File: config.mk
export PLATFORM = sky130hd
export DESIGN_NAME = refill_arbiter
export DESIGN_NICKNAME = d
export VERILOG_FILES = /design/src/rtl/refill_arbiter.sv
export SDC_FILE = /design/constraint.sdc
export NUM_CORES = 1
export LEC_CHECK = 0
export CORE_AREA = 2 2 139 141
export CTS_CLUSTER_SIZE = 10
export DETAILED_ROUTE_END_ITERATION = 10
export DIE_AREA = 0 0 141 143
export GPL_TIMING_DRIVEN = 0
export PLACE_DENSITY_LB_ADDON = 0.08
export SETUP_SLACK_MARGIN = 0.2
export SYNTH_ARGS = -nofsm -noshare
export SYNTH_HDL_FRONTEND = slang
export SYNTH_SLANG_ARGS = --single-unit
File: constraint.sdc
create_clock -name clk -period 2.5 [get_ports clk]
set_input_delay 0.25 -clock clk [delete_from_list [all_inputs] [get_ports clk]]
set_output_delay 0.25 -clock clk [all_outputs]
set_load 0.02 [all_outputs]
File: src/rtl/refill_arbiter.sv
// Round-robin arbiter sharing one main-memory line-refill port between cache requesters.
// One refill in flight; the returned line is handed back with a one-cycle ready pulse.
module refill_arbiter #(
  parameter int unsigned NUM_REQ   = 2,
  parameter int unsigned ADDR_W    = 32,
  parameter int unsigned LINE_BITS = 128
) (
  input  logic                       clk,
  input  logic                       rst,
  input  logic [NUM_REQ-1:0]         req_valid_i,
  input  logic [NUM_REQ*ADDR_W-1:0]  req_addr_i,
  output logic [NUM_REQ-1:0]         req_ready_o,
  output logic [LINE_BITS-1:0]       req_data_o,
  output logic                       mem_req_o,
  output logic [ADDR_W-1:0]          mem_addr_o,
  input  logic [LINE_BITS-1:0]       mem_data_in_i,
  input  logic                       mem_ready_i,
  output logic [$clog2(NUM_REQ)-1:0] grant_id_o,
  output logic                       busy_o
);

  localparam int unsigned IdW  = $clog2(NUM_REQ);
  localparam int unsigned OffW = $clog2(LINE_BITS / 8);

  typedef enum logic [1:0] {StIdle, StReq, StResp} state_e;

  state_e                 state_q, state_d;
  logic [IdW-1:0]         grant_q, grant_d;
  logic [IdW-1:0]         last_q, last_d;
  logic                   mem_req_q, mem_req_d;
  logic [ADDR_W-1:0]      mem_addr_q, mem_addr_d;
  logic [NUM_REQ-1:0]     req_ready_q, req_ready_d;
  logic [LINE_BITS-1:0]   req_data_q, req_data_d;
  logic                   busy_q, busy_d;

  logic                   pick_found;
  logic [IdW-1:0]         pick_id;
  logic [IdW-1:0]         cand;
  logic [ADDR_W-1:0]      line_addr;

  // Scan from last_q+1 upward, wrapping, so the pointer alone breaks ties.
  always_comb begin
    pick_found = 1'b0;
    pick_id    = '0;
    cand       = '0;
    for (int unsigned k = 1; k <= NUM_REQ; k++) begin
      cand = IdW'((32'(last_q) + k) % NUM_REQ);
      if (!pick_found && req_valid_i[cand]) begin
        pick_found = 1'b1;
        pick_id    = cand;
      end
    end
    line_addr            = req_addr_i[32'(pick_id) * ADDR_W +: ADDR_W];
    line_addr[OffW-1:0]  = '0;
  end

  always_comb begin
    state_d     = state_q;
    grant_d     = grant_q;
    last_d      = last_q;
    mem_req_d   = mem_req_q;
    mem_addr_d  = mem_addr_q;
    req_ready_d = '0;
    req_data_d  = req_data_q;
    busy_d      = busy_q;
    unique case (state_q)
      StIdle: begin
        if (pick_found) begin
          grant_d    = pick_id;
          mem_addr_d = line_addr;
          mem_req_d  = 1'b1;
          busy_d     = 1'b1;
          state_d    = StReq;
        end
      end
      StReq: begin
        if (mem_ready_i) begin
          req_data_d           = mem_data_in_i;
          mem_req_d            = 1'b0;
          req_ready_d[grant_q] = 1'b1;
          state_d              = StResp;
        end
      end
      StResp: begin
        last_d  = grant_q;
        busy_d  = 1'b0;
        state_d = StIdle;
      end
      default: state_d = StIdle;
    endcase
  end

  always_ff @(posedge clk or negedge rst) begin
    if (!rst) begin
      state_q     <= StIdle;
      grant_q     <= '0;
      last_q      <= IdW'(NUM_REQ - 1);
      mem_req_q   <= 1'b0;
      mem_addr_q  <= '0;
      req_ready_q <= '0;
      req_data_q  <= '0;
      busy_q      <= 1'b0;
    end else begin
      state_q     <= state_d;
      grant_q     <= grant_d;
      last_q      <= last_d;
      mem_req_q   <= mem_req_d;
      mem_addr_q  <= mem_addr_d;
      req_ready_q <= req_ready_d;
      req_data_q  <= req_data_d;
      busy_q      <= busy_d;
    end
  end

  assign req_ready_o = req_ready_q;
  assign req_data_o  = req_data_q;
  assign mem_req_o   = mem_req_q;
  assign mem_addr_o  = mem_addr_q;
  assign grant_id_o  = grant_q;
  assign busy_o      = busy_q;

endmodule

## Yosys cells after proc, flatten, opt, wreduce, memory -nomap -nowiden

Index checks and enable logic that the tools add are counted.

- Flip-flop bits (word level): 164
- Output and inout port bits: 165

- Add/sub/neg operators: 2
- Order comparisons: 4
- Equal/unequal tests: 4
- Shift operators: 1
- Mux-type cells: 19
- Reductions and logical operators: 11

Operator list:

| kind | count |
|---|---|
| $shiftx A64 B7 Y32 | 1 |
| $mux W1 | 11 |
| $mux W2 | 4 |
| $reduce_and A2 Y1 | 4 |
| $lt A1 B2 Y1 const B | 3 |
| $ne A2 B2 Y1 const B | 2 |
| $pmux W1 S2 | 2 |
| $pmux W2 S2 | 1 |
| $reduce_bool A2 Y1 | 2 |
| $reduce_and A3 Y1 | 1 |
| $add A1 B1 Y1 const B | 2 |
| $eq A2 B1 Y1 const B | 1 |
| $eq A2 B2 Y1 const B | 1 |
| $logic_and A1 B1 Y1 | 2 |
| $logic_not A2 Y1 | 1 |
| $demux W1 S1 | 1 |
| $ge A1 B1 Y1 const B | 1 |
| $logic_not A1 Y1 | 1 |

## Longest topological paths before layout

- Depth in word-level cells: 9
- Mapped depth: 5

## Worst setup path before layout

Ideal clock, no wire load.

- Path type: reg-to-reg
- Start point: register last_q
- End point: register mem_addr_q[22], in the netlist mem_addr_o[22]
- Arrival: 1.467 ns
- Required time: 2.375 ns
- Slack: 0.908 ns
- Cell stages (with the launch flop): 6
- Period minus slack after synthesis: 1.592 ns
- Cells stage by stage: dfstp_2 > a21bo_2 > buf_6 > buf_6 > mux2_4 > mux2_4

- Cells in the longest elaborated chain, start to end: 8

RTL lines:

| item | RTL line | text |
|---|---|---|
| start: declaration | 29 | `logic [IdW-1:0] last_q, last_d;` |
| start signal: assignment | 97 | `last_q <= IdW'(NUM_REQ - 1);` |
| start signal: assignment | 106 | `last_q <= last_d;` |
| $add A1 B1 Y1 | 47 | `cand = IdW'((32'(last_q) + k) % NUM_REQ);` |
| $mux W1 (not written as such) (2 in a row) | 48 | `if (!pick_found && req_valid_i[cand]) begin` |
| $mux W1 | 48 |  |
| $logic_not A1 Y1 | 48 |  |
| $logic_and A1 B1 Y1 | 48 |  |
| $mux W1 | 48 |  |
| $shiftx A64 B7 Y32 or $reduce_and A2 Y1 (tied branches) | - |  |
| end signal: assignment | 108 | `mem_addr_q <= mem_addr_d;` |
| end: declaration | 31 | `logic [ADDR_W-1:0] mem_addr_q, mem_addr_d;` |

Parallel ways exist; a longest one is shown, timed or not. The select of a mux whose other input is x is not followed.
A chain may end at the register's enable or synchronous reset.

## Worst setup path after layout

- Start point: register state_q[0]
- End point: register req_data_q[46], in the netlist req_data_o[46]

- Cells in the longest elaborated chain, start to end: 2

RTL lines:

| item | RTL line | text |
|---|---|---|
| start: declaration | 27 | `state_e state_q, state_d;` |
| start signal: assignment | 95 | `state_q <= StIdle;` |
| start signal: assignment | 104 | `state_q <= state_d;` |
| $eq A2 B1 Y1 | 66 | `unique case (state_q)` |
| $reduce_and A2 Y1 (no line) | - |  |
| end signal: assignment | 110 | `req_data_q <= req_data_d;` |
| end: declaration | 33 | `logic [LINE_BITS-1:0] req_data_q, req_data_d;` |

Every way passes these cells.

==> results <==
- The run finished with clean final reports.
- The net count of the finished layout is 961.
- The finished layout cell area is 10,900 µm².
- The count of nets left with antenna violations once routing finished came out at 0.
- The mean post-synth cell area is 16.6 µm².
- The smallest setup slack after layout is 0.660 ns.
- The I/O pin total is 362.
- The count of filler cells inserted in the layout is 1,462.
- The share of synthesized area occupied by flip-flops and latches is 63.2%.
- The maximum number of pins on one net before global-route repair is 91.
- Across every metal layer, demand over resource in global routing totals 18.9%.
- The count of final hold-check violations was 0.
- The kind of end point of the critical path is a flop.
- The die outline area is 20,200 µm².
- The synthesized netlist cell count is 391.
- The number of warnings issued by yosys is 0.
- After clock tree synthesis, the clock-pin slew on the worst setup and hold paths is 0.06 ns.
- The logic depth of the worst register-to-register path is 4.
- The number of antenna violations at the first check in global routing is 0.
- In the post-synthesis netlist, the biggest area contributors are sky130_fd_sc_hd__dfrtp_1 (63%), sky130_fd_sc_hd__mux2_2 (29%), sky130_fd_sc_hd__mux2_4 (4.2%).
- The number of clock sinks seen by CTS is between 150 and 200.
- The level count of the clock H-tree is 4.
- The number of max-slew violations in the final report is 0.
- The first detailed-routing pass took 4 iterations.
- At the later pin of the worst-skew pair, clock insertion delay measures 0.42 ns.
- The total via count in the routed design is 4,607.
- After layout, the design draws a total of between 10,000 and 15,000 µW.
- Setup violations remaining at the end of the flow were counted as 0.
- Before CTS, the worst setup slack after placement is between 0.3 and 0.4 ns.
- Of the available clock period, the critical path in the final layout requires 73.6%.
- The floorplan has 50 rows.
- The worst hold path belongs to the class primary input to asynchronous set/reset pin.
- At the end of routability-driven placement, the weighted congestion stood at 0.729.
- The region available for standard cell placement spans 18,600 µm².
- The peak ir drop on the vdd network is 0.737 mV.
- Setup repair after global routing left no endpoint under its margin.
- The biggest area contributor in the post-synthesis netlist is sky130_fd_sc_hd__dfrtp_1.
- The slew at the pin with the worst max-slew slack is 0.573 ns.
- 0 antenna diodes ended up in the layout.
- The via count of the first global-routing pass came to 5,129.
- For this configuration, the core starts out at a cell density of 35.0%.
- The type of the worst setup path is flop to flop.
- The layout overhead on the synthesized area is 68.3%.
- The horizontal die dimension is 141 µm.
- Max-cap violations in this run came to 0.
- The HPWL after detailed placement is 14,400 µm.
- After the first detailed-routing iteration, the DRC count stood at 94.
- In this run the worst path has a maximum fanout of 10.
- The data arrival at the endpoint of the critical path is 2.14 ns.
- The final core area utilization is a little under 60%.
- The total of buffers placed on input and output ports is 349.
- The detail-routed net length per standard cell is 18.5 µm.
- The post-layout minimum cycle time is 1.84 ns.
- The distinct cell type count after synthesis is 18.
- The worst-case clock skew is 0.0106 ns.
- Summed over all cells, the static leakage comes to 0.00460 µW.
- The global-route wire length before repair is 28,800 µm.
- In this run the vertical extent of the chip is 143 µm.
- Derived from the worst setup path, the maximum achievable clock frequency is 0.544 GHz.
- The post-cts resize count is 0.
- The detailed router used layers up to and including met4.
- The element type at the critical path start is a flop.
- Registers take 4110 µm².
- The placed cell area is ~10,000 µm².
- The detailed router put a total of between 6000 and 7000 µm of wire on met1.
- The total DRC errors in the routed layout is 0.
- The synthesis-stage register bit count is 164.
- The routed design has 18,700 µm of wire.
- Dividing total power by cell area gives a power density of 1340 nW/µm².
- Of the cells placed in the final design, the portion with a size suffix greater than 1 is about 31%.
- The via count normalized by instance count is 4.56.
- The multi-input logic area is 2250 µm².
- The CTS buffer count is 17.
- The TritonCTS clock tree is yes.
- The met3 layer wire length in the routed design is 1730 µm.
- No sink is reached through more buffers than the 2 on the longest clock path.
- The critical path required time is 2.80 ns.
- Final hold analysis gives a worst-case slack of 0.409 ns.
- After synthesis, the largest area contributor takes up about 63% of total cell area.
- The cell area that synthesis handed to floorplanning was 6500 µm².
- The root buffer cell is sky130_fd_sc_hd__clkbuf_16.
- The worst max-slew margin expressed relative to the limit is between 60% and 70%.
- Summed over all layers, the global routing overflow is 0.
- The detailed-routed wire length on met2 is 9860 µm.
-- sequential cells by signal, indices dropped and copies added, names as in the netlist --
name	flops
last_q	1
grant_id_o	1
mem_addr_o	28
busy_o	1
mem_req_o	1
req_data_o	128
req_ready_o	2
state_q	2
-- through the flow --
step                setup TNS [ns]  cells
floorplan                        0    394
CTS                              0   1010
finish                           0   1010
global route                     0   1010
global placement           -891.60    977
detailed placement               0    978
-- layer usage --
metal	track usage, %	vias up
li1	-	2117
met1	20.2	2248
met2	34.4	221
met3	7.18	21
met4	6.58	0
met5	0	-
-- synthesized netlist by cell type, drive strengths merged --
cell type	n
nand2	2
o32ai	1
nand2b	1
dfrtp	163
nor2b	1
nor2	3
o21a	1
o21ai	3
conb	1
dfstp	1
nand3b	1
mux2	185
a21bo	1
inv	3
buf	24
-- cell usage in the layout (no fill, tap or decap), types with 2 or more instances in the layout --
master / instances
sky130_fd_sc_hd__buf_4: 5
sky130_fd_sc_hd__nand2_1: 2
sky130_fd_sc_hd__dfrtp_1: 163
sky130_fd_sc_hd__buf_6: 2
sky130_fd_sc_hd__buf_2: 17
sky130_fd_sc_hd__bufinv_16: 3
sky130_fd_sc_hd__clkbuf_16: 17
sky130_fd_sc_hd__clkinv_2: 3
sky130_fd_sc_hd__inv_6: 2
sky130_fd_sc_hd__nor2_1: 3
sky130_fd_sc_hd__mux2_4: 18
sky130_fd_sc_hd__clkdlybuf4s50_1: 348
sky130_fd_sc_hd__clkinvlp_4: 2
sky130_fd_sc_hd__o21ai_0: 3
sky130_fd_sc_hd__clkinv_4: 2
sky130_fd_sc_hd__mux2_2: 167
sky130_fd_sc_hd__conb_1: 4
sky130_fd_sc_hd__inv_1: 3
-- path summary, 6_finish.rpt --
check / from / end / slack [ns]
max: state_q[0] / req_data_o[46] / 0.66
min in group clk: mem_ready_i / state_q[0] / 0.44
max reg2reg: state_q[0] / req_data_o[46] / 0.66
max in group asynchronous: rst / last_q / 1.20
min: rst / req_data_o[4] / 0.41
min reg2reg: mem_req_o / mem_req_o / 0.47
-- report_power, final --
group,internal (µW),switching [µW],leakage [µW],total [µW]
clock,1600,1070,0.000290,2670
sequential,4020,683,0.00193,4700
combinational,3940,3310,0.00238,7250
total,9550,5060,0.00460,14600
-- cells by family after synthesis --
logic type	synth area share, %
AO/OA/AOI/OAI	0.636
buffers and inverters	2.41
flip-flops	63.2
multiplexers	33.1
other	0.0577
AND/OR/NAND/NOR	0.597
-- what timing repair did --
action	4_1_cts	5_1_grt
buffers inserted	0	0
endpoints found under the hold margin	74	0
hold buffers	1	0
-- cell type report --
type / instances / share of cell area (%)
clock inverter: 12 / 1.42
tap: 234 / 2.68
inverter: 3 / 0.103
multi-input combinational: 203 / 20.5
clock buffer: 19 / 4.05
timing repair buffer: 351 / 32.3
sequential: 164 / 37.5
buffer: 24 / 1.33
-- worst max-delay path: stages, from the launching register on --
cell	delay [ns]
sky130_fd_sc_hd__dfrtp_1	0.44
sky130_fd_sc_hd__nand3b_1	0.30
sky130_fd_sc_hd__buf_2	0.31
sky130_fd_sc_hd__buf_2	0.30
sky130_fd_sc_hd__mux2_2	0.38
Power figures use the tool's default switching activity.
